[src/rtl/instr_encoder.sv]
// ---------------------------------------------------------------------------
// instr_encoder
//
// Packs structured instruction requests into 16-bit CPU instruction words.
// Each request is checked for collisions with the decoder's group tags:
//   - legal words are stamped with the program address counter (pc) and
//     queued in a small in-order output FIFO;
//   - illegal requests are consumed, dropped and reported on err/err_count.
//
// Ports
//   clk, rst_n            clock (rising edge), asynchronous active-low reset
//   in_valid / in_ready   request handshake
//   in_group, in_op       instruction group code and operator (word[15:12])
//   in_rgv/rg1/rg2        register fields
//   in_val, in_rel        immediate (CRVMATH) and relative jump (RJMP) fields
//   load_addr, base_addr  load pc from base_addr
//   out_valid/out_ready   FIFO head handshake
//   out_word, out_addr    encoded word at the head and its program address
//   err                   one-cycle pulse after an illegal request was dropped
//   err_count             saturating count of dropped requests
// ---------------------------------------------------------------------------
module instr_encoder #(
    parameter int ADDR_WIDTH = 16,
    parameter int FIFO_DEPTH = 2
) (
    input  logic                  clk,
    input  logic                  rst_n,
    input  logic                  in_valid,
    output logic                  in_ready,
    input  logic [3:0]            in_group,
    input  logic [3:0]            in_op,
    input  logic [2:0]            in_rgv,
    input  logic [2:0]            in_rg1,
    input  logic [2:0]            in_rg2,
    input  logic [7:0]            in_val,
    input  logic [7:0]            in_rel,
    input  logic                  load_addr,
    input  logic [ADDR_WIDTH-1:0] base_addr,
    output logic                  out_valid,
    input  logic                  out_ready,
    output logic [15:0]           out_word,
    output logic [ADDR_WIDTH-1:0] out_addr,
    output logic                  err,
    output logic [7:0]            err_count
);

    localparam int PTR_W = $clog2(FIFO_DEPTH);
    localparam int CNT_W = $clog2(FIFO_DEPTH) + 1;

    // Group codes shared with the CPU decoder (cpu_data.v GROUP_*).
    localparam logic [3:0] GROUP_CRVMATH       = 4'd0;
    localparam logic [3:0] GROUP_RJMP          = 4'd1;
    localparam logic [3:0] GROUP_CRRMATH       = 4'd2;
    localparam logic [3:0] GROUP_WRRMATH       = 4'd3;
    localparam logic [3:0] GROUP_WRRMATH_MEM   = 4'd4;
    localparam logic [3:0] GROUP_CRSMATH       = 4'd5;
    localparam logic [3:0] GROUP_WRSMATH       = 4'd6;
    localparam logic [3:0] GROUP_WRSMATH_STACK = 4'd7;
    localparam logic [3:0] GROUP_SFLAG         = 4'd8;
    localparam logic [3:0] GROUP_UFLAG         = 4'd9;
    localparam logic [3:0] GROUP_SPECIAL       = 4'd10;

    // Returns {legal, word}. A request is illegal whenever the decoder would
    // read the produced word back as a different group.
    function automatic logic [16:0] encode(
        input logic [3:0] group,
        input logic [3:0] op,
        input logic [2:0] rgv,
        input logic [2:0] rg1,
        input logic [2:0] rg2,
        input logic [7:0] val,
        input logic [7:0] rel
    );
        logic [15:0] w;
        logic        ok;
        logic        mem_op;
        w       = '0;
        ok      = 1'b1;
        w[15:12] = op;
        mem_op  = op[3] && (op != 4'b1011) && (op != 4'b1111);
        case (group)
            GROUP_CRVMATH: begin
                w[11:4] = val;
                w[3:1]  = rgv;
                ok      = ~val[0];      // val[0] lands on the tag bit 4
            end
            GROUP_RJMP: begin
                w[7:0] = rel;
                ok     = (rel[4:3] == 2'b10);
            end
            GROUP_CRRMATH: begin
                w[10:8] = rg2;
                w[7:5]  = rg1;
                w[4:0]  = 5'b11100;
            end
            GROUP_WRRMATH, GROUP_WRRMATH_MEM: begin
                w[10:8] = rg2;
                w[7:5]  = rg1;
                w[4:0]  = 5'b11101;
                ok      = (group == GROUP_WRRMATH_MEM) ? mem_op : ~mem_op;
            end
            GROUP_CRSMATH: begin
                w[7:5] = rg1;
                w[4:0] = 5'b11110;
            end
            GROUP_WRSMATH, GROUP_WRSMATH_STACK: begin
                w[7:5] = rg1;
                w[4:0] = 5'b11111;
                ok     = (group == GROUP_WRSMATH_STACK) ? (op[2:0] == 3'b111)
                                                        : (op[2:0] != 3'b111);
            end
            GROUP_SFLAG: begin
                w[7:5] = rg1;
                w[4:0] = 5'b11000;
            end
            GROUP_UFLAG: begin
                w[7:5] = rg1;
                w[4:0] = 5'b11001;
            end
            GROUP_SPECIAL: begin
                w[7:5] = rg1;
                w[4:0] = 5'b11011;
            end
            default: ok = 1'b0;
        endcase
        return {ok, w};
    endfunction

    logic                  active;
    logic [CNT_W-1:0]      count;
    logic [PTR_W-1:0]      rd_ptr;
    logic [PTR_W-1:0]      wr_ptr;
    logic [ADDR_WIDTH-1:0] pc;
    logic [ADDR_WIDTH-1:0] stamp;
    logic [15:0]           word_mem [FIFO_DEPTH];
    logic [ADDR_WIDTH-1:0] addr_mem [FIFO_DEPTH];
    logic [16:0]           enc;
    logic                  accept;
    logic                  legal;
    logic                  push;
    logic                  pop;

    assign enc    = encode(in_group, in_op, in_rgv, in_rg1, in_rg2, in_val, in_rel);
    assign legal  = enc[16];

    // 'active' holds in_ready low during reset and until the first edge after it.
    assign in_ready  = active && (count < CNT_W'(FIFO_DEPTH));
    assign accept    = in_valid && in_ready;
    assign push      = accept && legal;
    assign out_valid = (count != '0);
    assign pop       = out_valid && out_ready;

    // A coincident load stamps the accepted word with base_addr itself.
    assign stamp = load_addr ? base_addr : pc;

    assign out_word = out_valid ? word_mem[rd_ptr] : '0;
    assign out_addr = out_valid ? addr_mem[rd_ptr] : '0;

    always_ff @(posedge clk or negedge rst_n) begin
        if (!rst_n) begin
            active    <= 1'b0;
            count     <= '0;
            rd_ptr    <= '0;
            wr_ptr    <= '0;
            pc        <= '0;
            err       <= 1'b0;
            err_count <= '0;
        end else begin
            active <= 1'b1;
            pc     <= push ? stamp + 1'b1 : stamp;
            if (push) wr_ptr <= wr_ptr + 1'b1;
            if (pop)  rd_ptr <= rd_ptr + 1'b1;
            case ({push, pop})
                2'b10:   count <= count + 1'b1;
                2'b01:   count <= count - 1'b1;
                default: count <= count;
            endcase
            err <= accept && !legal;
            if (accept && !legal && (err_count != 8'hFF))
                err_count <= err_count + 8'd1;
        end
    end

    // Storage is not reset; entries are only visible while counted valid.
    always_ff @(posedge clk) begin
        if (push) begin
            word_mem[wr_ptr] <= enc[15:0];
            addr_mem[wr_ptr] <= stamp;
        end
    end

endmodule

[config.mk]
export PLATFORM = sky130hd
export DESIGN_NAME = instr_encoder
export DESIGN_NICKNAME = d
export VERILOG_FILES = /design/src/rtl/instr_encoder.sv
export SDC_FILE = /design/constraint.sdc
export NUM_CORES = 1
export LEC_CHECK = 0
export ABC_AREA = 1
export BUFFER_PORTS_ARGS = -buffer_cell sky130_fd_sc_hd__buf_2
export CORE_ASPECT_RATIO = 1.1
export CORE_UTILIZATION = 50
export DETAILED_ROUTE_END_ITERATION = 10
export PLACE_DENSITY = 0.87
export SLEW_MARGIN = 15
export SYNTH_ARGS = -nofsm -noshare
export SYNTH_HDL_FRONTEND = slang
export SYNTH_SLANG_ARGS = --single-unit
[constraint.sdc]
create_clock -name clk -period 2.7 [get_ports clk]
set_clock_uncertainty 0.05 [all_clocks]
set_input_delay 0 -clock clk [delete_from_list [all_inputs] [get_ports clk]]
set_output_delay 0 -clock clk [all_outputs]
set_load 0.02 [all_outputs]
==> metrics.md, run 1 <==
| Metric | Value |
|---|---|
| Sw power | ~1.8 mW |
| Startpoint Class | register |
| Gate power share | 0.414 |
| Cts-stage hold buffer count | 26 |
| Area grow syn2layout | 21.8% |
| Clk pwr share | 0.188 |
| DRC | 0 |
| Initial antenna violation count | 0 |
| TritonCTS buffer count | 9 |
| I/O Pins | between 90 and 100 |
| VDD IR max | between 0.0003 and 0.0004 V |
| Fin Setup TNS | 0 ns |
| Core Rows | 37 |
| Setup CP Type | register to register |
| Worst setup path startpoint | count[1]$_DFFE_PN0P_ |
| CTS tree | done |
| Pint | roughly 2.7 mW |
| CTS Sinks | 94 |
| Setup repair bufs after CTS | 0 |
| GRT overflow | 0 |
| Seq/Total Area, Yosys | 0.549 |
| Worst R2R End | count[1]$_DFFE_PN0P_ |
| Post-Route WL | 11,800 um |
| F_max | ~470 MHz |
| Mean Syn Cell Area | 8.28 sq um |
| Fin crit share | 0.791 |
| Slew HR | 0.524 |
| Sw frac | 0.406 |
| Initial Util | 0.518 |
| First-pass GRT wire length | 18,800 um |
| DR vias/cell | between 5 and 6 |
| Largest net degree at the start of global routing | 34 |
| Vias in the first global route | 4,133 |
| Post-layout nets | around 770 |
| Drt first pass iters | 5 |
| R2r startpoint | count[1]$_DFFE_PN0P_ |
| Hold path startpoint | in_valid |
| GR Util All Layers | 0.246 |
| Hold path endpoint | err$_DFF_PN0_ |
| Worst R2R Setup Slack | between 0.5 and 0.6 ns |
| Hold WC Path Type | input pin to register |
| Netlist cell types | 29 |
| Core ar. | about 0.0094 sq mm |
| CP Max Fanout | 19 |
| DR WL/cell | 14.2 um |
| Max Cap Viol | 0 |
| Share of cells above drive strength 1 | 0.186 |
| Chip width | roughly 96 um |
| R2R cell count | 8 |
| Full die area | a little over 0.01 sq mm |
| Clock buffer depth | 2 |
| Vias | 4,313 |
| Worst setup EP type | register |
| Final WS setup | 0.563 ns |
| Chip Height | 106 um |
| Clock Latency Late Sink | between 0.3 and 0.4 ns |
| Post-CTS sizing | 0 |
| Slew Viols, Final | 0 |
| RSZ-0062 raised after global routing | false |
| Worst hold path depth | 3 |
| Mapped Area | approximately 0.0049 sq mm |
| # port buffers | 96 |
| Status | finished, final reports clean |
| Power Dens Cells | around 760 mW/mm^2 |
| Slew @ Worst Pin | approximately 0.71 ns |
| Final Hold Viols | 0 |
| Final ANT Viol Nets | 0 |
| Data arrival, critical path | between 2 and 2.5 ns |
| Leading cell type in the layout, fill and taps excluded | nand2_1 |
| Dpl hpwl | ~8300 um |
| 1st-iter DRT viols | between 200 and 300 |
| Root buffer cell | clkbuf_8 |
| Worst EP required | roughly 2.9 ns |
| #FFs+latches synth | between 90 and 100 |
| Synthesized Nets | approximately 650 |
| Fin crit period | 2.14 ns |
| Sequential Power Share | 0.398 |
| Placer Congestion | just over 0.9 |
| Final setup vio count | 0 |
| H-tree depth | 3 |
| Synthesized instance count | 588 |
| Diodes inserted | 0 |
| Worst slack, placed | between 0.5 and 0.6 ns |
| Clk slew on worst S/H paths | 0.08 ns |
| Leak | just under 3 nW |
| Most frequent cells in the layout | nand2_1 (255), buf_2 (96), edfxtp_1 (64), inv_1 (63), nor2_1 (38) |
| Yosys warning count | 0 |
[synthesized netlist by cell type (all sizes together)]
cell type,n,area [sq um]
or2,1,6.26
nor3,1,5.00
nand3,28,145
a31oi,1,6.26
xor2,12,105
buf,5,50.0
o21ai,7,35.0
ha,3,37.5
a22o,3,26.3
o211ai,2,15.0
inv,66,248
conb,1,3.75
clkbuf,10,37.5
xnor2,3,26.3
nor2,48,234
nand4,12,75.1
clkinv,2,7.51
edfxtp,64,1920
a21oi,33,165
nand2,256,968
dfrtp,30,751
[metal layers]
metal	vias to the layer above	global-route usage	wire length, um
met1	1973	0.317	4910
met2	182	0.399	5890
met3	33	0.0433	698
li1	2125	-	-
met5	-	0	0
met4	0	0.117	333
[worst max-delay path by stage]
stage / slack [ns] / end / depth (start not counted)
6_report: 0.56 / count[1]$_DFFE_PN0P_ / 8
3_5_place_dp: 0.54 / addr_mem[0][6]$_DFFE_PP_ / 11
3_3_place_gp: 0.66 / count[1]$_DFFE_PN0P_ / 8
4_1_cts: 0.56 / count[1]$_DFFE_PN0P_ / 8
2_1_floorplan: 0.32 / addr_mem[1][0]$_DFFE_PP_ / 6
5_1_grt: 0.41 / count[1]$_DFFE_PN0P_ / 8
[critical path, stage by stage, from the launching register on]
cell and delay (ns):
dfrtp_1 0.40, nor2_1 0.08, nand2_1 0.19, clkinv_1 0.32
nand2_4 0.31, ha_1 0.31, a21oi_1 0.11, o21ai_0 0.12
xnor2_1 0.14
[flip-flops by register name, indices dropped and copies added (netlist names)]
signal     cells
word_mem      32
active         1
wr_ptr         1
rd_ptr         1
count          2
err_count      8
err            1
addr_mem      32
pc            16
[metrics by stage]
step	hold slack [ns]	power, mW	cells	util	cell area (sq um)
2_1_floorplan	-0.346	3.03	588	-	4880
3_3_place_gp	0.0234	3.60	794	0.584	5490
3_5_place_dp	0.0486	3.66	794	0.584	5490
4_1_cts	0.00573	4.53	836	0.631	5930
5_1_grt	0.0148	4.78	836	0.631	5930
6_report	0.0147	4.51	836	0.631	5930
[cells by family (layout without fill, tap and decap cells)]
group                    after synthesis  count (layout)  synth area share
adder cells (fa/ha/maj)                3               3           0.00771
other                                  1               1          0.000770
XOR/XNOR                              15              15            0.0270
flip-flops                            94              94             0.549
AND/OR/NAND/NOR                      346             346             0.294
AO/OA/AOI/OAI                         46              46            0.0509
buffers and inverters                 83             214            0.0704
[cell type report]
cell class                      instances  area, sq um
Clock buffer                           13          159
Inverter                               68          255
Sequential cell                        94         2670
Clock inverter                          3         18.8
Multi-Input combinational cell        411         1860
Fill cell                             800         3470
Tap cell                              117          146
Timing Repair Buffer                  130          813
[power by group through the flow]
stage          Clock, mW  Sequential, mW  Combinational [mW]
3_5_place_dp           0            1.83                1.83
6_report           0.847            1.79                1.87
3_3_place_gp           0            1.82                1.79
2_1_floorplan          0            1.84                1.19
4_1_cts            0.860            1.79                1.87
5_1_grt            0.920            1.81                2.05
Power figures use the tool's default switching activity.
==> run 2: changes to the inputs <==
- CORE_UTILIZATION: 50 -> 55
- PLACE_DENSITY: 0.87 -> 0.91
- clock period: 2.7 -> 2.1 ns (I/O delays scaled with it)
==> run 2 against run 1 <==
- first-iteration DRC count is 8.7% higher
- via count grew 3.5%
- cell count unchanged
- worst hold slack improved by 0.023 ns
- non-clock buffer count increased by 5
- routed wire length is 3.4% higher
- critical path type is now input pin to register
- critical endpoint unchanged
- largest power group unchanged
==> metrics.md, run 2 (synthesized netlist as in run 1, its figures left out) <==
| Metric | Value |
|---|---|
| Full die area | 0.00923 sq mm |
| Data arrival, critical path | ~2.1 ns |
| Worst R2R End | err_count[6]$_DFFE_PN0P_ |
| Initial Util | 0.573 |
| F_max | ~530 MHz |
| DR vias/cell | approximately 5.3 |
| Non-filler cells, final | 836 |
| R2R cell count | 8 |
| Chip width | between 90 and 100 um |
| Share of cells above drive strength 1 | 0.193 |
| Root buffer cell | clkbuf_8 |
| Worst setup EP type | register |
| Placed cells | roughly 800 |
| R2r startpoint | err_count[0]$_DFFE_PN0P_ |
| Dpl hpwl | around 8100 um |
| Power Dens Cells | 993 mW/mm^2 |
| Leading cell type in the layout, fill and taps excluded | nand2_1 |
| Chip Height | 101 um |
| Setup CP Type | input pin to register |
| Vias | approximately 4,500 |
| Post-Route WL | around 12,000 um |
| Drt first pass iters | 5 |
| Leak | between 2 and 3 nW |
| Clock Latency Late Sink | 0.36 ns |
| Top flop regs | addr_mem x32, word_mem x32, pc x16 |
| 1st-iter DRT viols | 324 |
| CP Max Fanout | 4 |
| Worst path bufs/invs | 3 |
| Final ANT Viol Nets | 0 |
| Post-CTS sizing | 0 |
| CTS tree | done |
| Critical path depth | 14 |
| Post-layout nets | between 700 and 800 |
| Fin crit period | around 1.9 ns |
| Core ar. | about 0.0085 sq mm |
| I/O Pins | 97 |
| Final setup vio count | 0 |
| CP cell instances | dlygate4sd3_1 > buf_2 > nand2_1 > nand2_1 > inv_1 > nand2_1 > nand3_1 > nor2_2 > nand2_1 > nand2_4 > ha_1 > a21oi_1 > o21ai_0 > xnor2_1 |
| Top cell by count, worst path | nand2_1 |
| H-tree depth | 3 |
| First-pass GRT wire length | ~20,000 um |
| Min Hold Slack | about 0.038 ns |
| Final Hold Viols | 0 |
| Largest stage delay, worst path | 0.53 ns |
| Status | finished, final reports clean |
| Clk slew on worst S/H paths | 0.09 ns |
| # port buffers | 96 |
| Delay-heaviest family, CP | buffers and inverters |
| Slew @ Worst Pin | 0.730 ns |
| CTS Sinks | 94 |
| Worst R2R Setup Slack | 0.21 ns |
| Most frequent cells in the layout | nand2_1 (254), buf_2 (96), edfxtp_1 (64), inv_1 (63), nor2_1 (37) |
| Placer Congestion | 0.991 |
| GRT overflow | 0 |
| Slowest cell on crit path | dlygate4sd3_1 |
| TritonCTS buffer count | 9 |
| Slew Viols, Final | 0 |
| Core Rows | 35 |
| GR Util All Layers | 0.276 |
| DRC | 0 |
| Worst setup path startpoint | in_op[1] |
| End of the critical path | count[1]$_DFFE_PN0P_ |
| DR WL/cell | between 10 and 15 um |
| Vias in the first global route | about 4,300 |
| Startpoint Class | input pin |
| Clock buffer depth | 2 |
| VDD IR max | about 0.00064 V |
| Fin crit share | 0.907 |
| Fillers | 636 |
| Hold WC Path Type | input pin to register |
| Area grow syn2layout | 23.2% |
| Initial antenna violation count | 0 |
| Slew HR | 0.513 |
| Max Cap Viol | 0 |
| Worst EP required | 2.28 ns |
| Largest net degree at the start of global routing | 34 |
[run 2: how the worst min path moves through the flow]
stage                    from                  to  slack [ns]  cells after the start
detailed placement      rst_n    pc[11]$_DFF_PN0_        0.05                      1
CTS                 out_ready  rd_ptr$_DFFE_PN0P_        0.03                      4
floorplan               rst_n    active$_DFF_PN0_       -0.35                      0
finish              out_ready  rd_ptr$_DFFE_PN0P_        0.04                      4
global route        out_ready  rd_ptr$_DFFE_PN0P_        0.03                      4
global placement        rst_n     pc[7]$_DFF_PN0_        0.03                      1
[run 2: cell type report]
cell class | count | area [sq um] | share of cell area
sequential | 94 | 2670 | 0.445
clock buffer | 11 | 131 | 0.0219
tap | 111 | 139 | 0.0231
inverter | 68 | 256 | 0.0427
multi-input combinational | 411 | 1870 | 0.312
clock inverter | 5 | 58.8 | 0.00980
timing repair buffer | 135 | 866 | 0.144
antenna | 1 | 2.50 | 0.000417
[run 2: per-stage QoR]
stage                TNS, ns  setup slack, ns  area (sq um)  total power [mW]   util
finish                     0            0.195          6000              5.96  0.706
global placement           0            0.315          5530              4.66  0.651
floorplan                  0           0.0359          4890              3.91      -
CTS                        0            0.145          5990              5.92  0.705
global route        -0.00115         -0.00115          6000              6.26  0.706
detailed placement         0            0.163          5530              4.72  0.651
[run 2: per-layer routing]
| metal | part of all wire | GRT usage | vias to the layer above |
|---|---|---|---|
| met5 | 0 | 0 | - |
| met3 | 0.064 | 0.0445 | 46 |
| met2 | 0.49 | 0.473 | 225 |
| met4 | 0.035 | 0.143 | 0 |
| li1 | - | - | 2136 |
| met1 | 0.41 | 0.341 | 2059 |
[run 2: worst register-to-register path, cell delays in order (launching register included)]
cell and delay (ns):
dfrtp_1 0.42, ha_1 0.20, nand2_1 0.08, nor3_1 0.29, nand3_1 0.32, nand4_1 0.17, buf_4 0.17, nand2_1 0.07
nand2_1 0.07
[run 2: repair_timing]
action	4_1_cts	5_1_grt
setup buffers	0	1
endpoints found under the setup margin	0	8
hold buffers	27	0
endpoints found under the hold margin	63	0
[run 2: where the power goes]
| group | leakage [nW] | switching [mW] | internal [mW] | total [mW] |
|---|---|---|---|---|
| registers | 0.946 | 0.133 | 2.20 | 2.34 |
| clock network | 0.0920 | 0.642 | 0.557 | 1.20 |
| logic | 1.94 | 1.65 | 0.773 | 2.42 |
| total | 2.98 | 2.42 | 3.53 | 5.96 |
==> run 3: changes to the inputs <==
- CORE_MARGIN: not set -> 2
==> run 3 against run 2 <==
- largest power group unchanged
- clock power barely moved
- setup slack got worse by 0.12 ns
- highest routed layer unchanged
- via count rose by 3.8%
- combinational power about the same
- cell count increased by 0.48%
- global-route usage is 0.29 points higher
- routed wire length is 6.6% higher
==> metrics.md, run 3 (synthesized netlist as in run 1, its figures left out) <==
| Metric | Value |
|---|---|
| DRC | 0 |
| Non-filler cells, final | 840 |
| Most frequent cells in the layout | nand2_1 (254), buf_2 (96), edfxtp_1 (64), inv_1 (63), nor2_1 (37) |
| DR vias/cell | 5.52 |
| Root buffer cell | clkbuf_8 |
| CP Max Fanout | 32 |
| Fin crit share | 0.965 |
| TritonCTS buffer count | 9 |
| Full die area | between 0.009 and 0.01 sq mm |
| Initial Util | 0.557 |
| Worst setup EP type | register |
| Multi-input logic area | 0.00187 sq mm |
| Slew Viols, Final | 0 |
| DR WL/cell | around 16 um |
| Final ANT Viol Nets | 0 |
| Hold WC Path Type | input pin to register |
| First-pass GRT wire length | 20,500 um |
| Diodes inserted | 0 |
| Largest stage delay, worst path | around 0.56 ns |
| Clk slew on worst S/H paths | about 0.080 ns |
| Worst EP required | approximately 2.1 ns |
| Worst R2R Setup Slack | between 0.1 and 0.15 ns |
| R2R cell count | 8 |
| Data arrival, critical path | a little over 2 ns |
| Register area | 0.00267 sq mm |
| Slew HR | 0.519 |
| Clock buffer depth | 2 |
| Post-CTS sizing | 0 |
| Placer Congestion | ~0.99 |
| Vias in the first global route | 4,477 |
| Core ar. | around 0.009 sq mm |
| Slew @ Worst Pin | between 0.7 and 0.8 ns |
| Leading cell type in the layout, fill and taps excluded | nand2_1 |
| Fin crit period | 2.03 ns |
| Top cell by count, worst path | nand2_1 |
| Hold path startpoint | base_addr[7] |
| Final setup vio count | 0 |
| Max Cap Viol | 0 |
| VDD IR max | approximately 0.00055 V |
| # port buffers | 96 |
| Fillers | approximately 650 |
| Status | finished, final reports clean |
| Leak | 2.99 nW |
| Vias | ~4,600 |
| Dpl cell area | roughly 0.0055 sq mm |
| CTS Sinks | 94 |
| Largest net degree at the start of global routing | 34 |
| Dpl hpwl | around 8300 um |
| F_max | slightly below 500 MHz |
| CTS tree | done |
| H-tree depth | 3 |
| Chip Height | about 100 um |
| Delay-heaviest family, CP | buffers and inverters |
| Worst setup path startpoint | in_op[0] |
| Final core occ | 0.688 |
| Placed cells | 793 |
| Slowest cell on crit path | dlygate4sd3_1 |
| Setup CP Type | input pin to register |
| End of the critical path | addr_mem[0][6]$_DFFE_PP_ |
| Initial antenna violation count | 0 |
| Share of cells above drive strength 1 | 0.197 |
| Clock Latency Late Sink | 0.37 ns |
| Chip width | 93.7 um |
| GRT overflow | 0 |
| Worst R2R End | err_count[0]$_DFFE_PN0P_ |
| GR Util All Layers | 0.279 |
| 1st-iter DRT viols | 333 |
| Top flop regs | addr_mem x32, word_mem x32, pc x16 |
| Critical path depth | 13 |
| Area grow syn2layout | 23.5% |
| Drt first pass iters | 8 |
| Startpoint Class | input pin |
| Core Rows | 36 |
| Post-layout nets | between 700 and 800 |
| R2r startpoint | err_count[0]$_DFFE_PN0P_ |
| CP cell instances | dlygate4sd3_1 > buf_2 > nand2_1 > nand2_1 > inv_1 > nand2_1 > nand3_1 > nand2_1 > nor2_4 > nor2_8 > nand2_1 > inv_1 > buf_12 |
| I/O Pins | between 90 and 100 |
| Worst path bufs/invs | 5 |
| Power Dens Cells | roughly 990 mW/mm^2 |
| Final Hold Viols | 0 |
| Post-Route WL | roughly 13,000 um |
| Final Cell Area | roughly 0.0060 sq mm |
run 3: changes by cell type in the layout (fill, tap and decap cells not counted):
cell / delta
diode_2: -1
inv_6: -1
clkinv_1: -1
clkinvlp_4: -1
clkinv_2: +2
clkinv_4: +1
buf_4: +2
run 3: layout make-up:
| type | instances | area share |
|---|---|---|
| well taps | 114 | 0.0237 |
| repair buffers | 137 | 0.146 |
| inverters | 68 | 0.0426 |
| clock buffers | 11 | 0.0218 |
| flip-flops and latches | 94 | 0.444 |
| multi-input cells | 411 | 0.312 |
| clock inverters | 5 | 0.00957 |
run 3: metal layers:
layer / up-vias / part of all wire / GRT usage
li1: 2134 / - / -
met1: 2144 / 0.36 / 0.316
met2: 272 / 0.50 / 0.481
met3: 87 / 0.077 / 0.0709
met4: 0 / 0.058 / 0.164
met5: - / 0 / 0
run 3: worst min-delay path by stage:
| stage | depth (start not counted) | slack (ns) | to |
|---|---|---|---|
| 5_1_grt | 4 | 0.06 | addr_mem[0][7]$_DFFE_PP_ |
| 6_report | 4 | 0.03 | addr_mem[1][7]$_DFFE_PP_ |
| 2_1_floorplan | 0 | -0.35 | active$_DFF_PN0_ |
| 3_3_place_gp | 1 | 0.03 | pc[14]$_DFF_PN0_ |
| 4_1_cts | 4 | 0.01 | rd_ptr$_DFFE_PN0P_ |
| 3_5_place_dp | 1 | 0.03 | pc[14]$_DFF_PN0_ |
run 3: worst register-to-register path: stages (launching register included):
cell and delay, ns:
dfrtp_1 0.43, ha_1 0.21, nand2_1 0.08, nor3_1 0.33, nand3_1 0.33, nand4_1 0.18, buf_4 0.17, nand2_1 0.07
nand2_1 0.06
run 3: metrics by stage:
step	worst slack (ns)	TNS, ns	power, mW	hold slack, ns
3_3_place_gp	0.254	0	4.64	0.0273
6_report	0.0736	0	5.97	0.0298
4_1_cts	0.0809	0	5.89	0.0100
2_1_floorplan	0.0359	0	3.91	-0.346
3_5_place_dp	0.101	0	4.71	0.0309
5_1_grt	-0.00977	-0.0140	6.30	0.0568
run 3: where the power goes:
| part | total, mW | internal (mW) | leakage (nW) | switching (mW) |
|---|---|---|---|---|
| clock network | 1.18 | 0.554 | 0.0977 | 0.623 |
| registers | 2.35 | 2.20 | 0.946 | 0.147 |
| logic | 2.45 | 0.775 | 1.95 | 1.67 |
| total | 5.97 | 3.53 | 2.99 | 2.44 |
run 3: what timing repair did:
item                                    CTS  global route
endpoints found under the setup margin    0             9
hold endpoints to repair                 63             0
buffers inserted                          0             4
hold buffers                             27             0
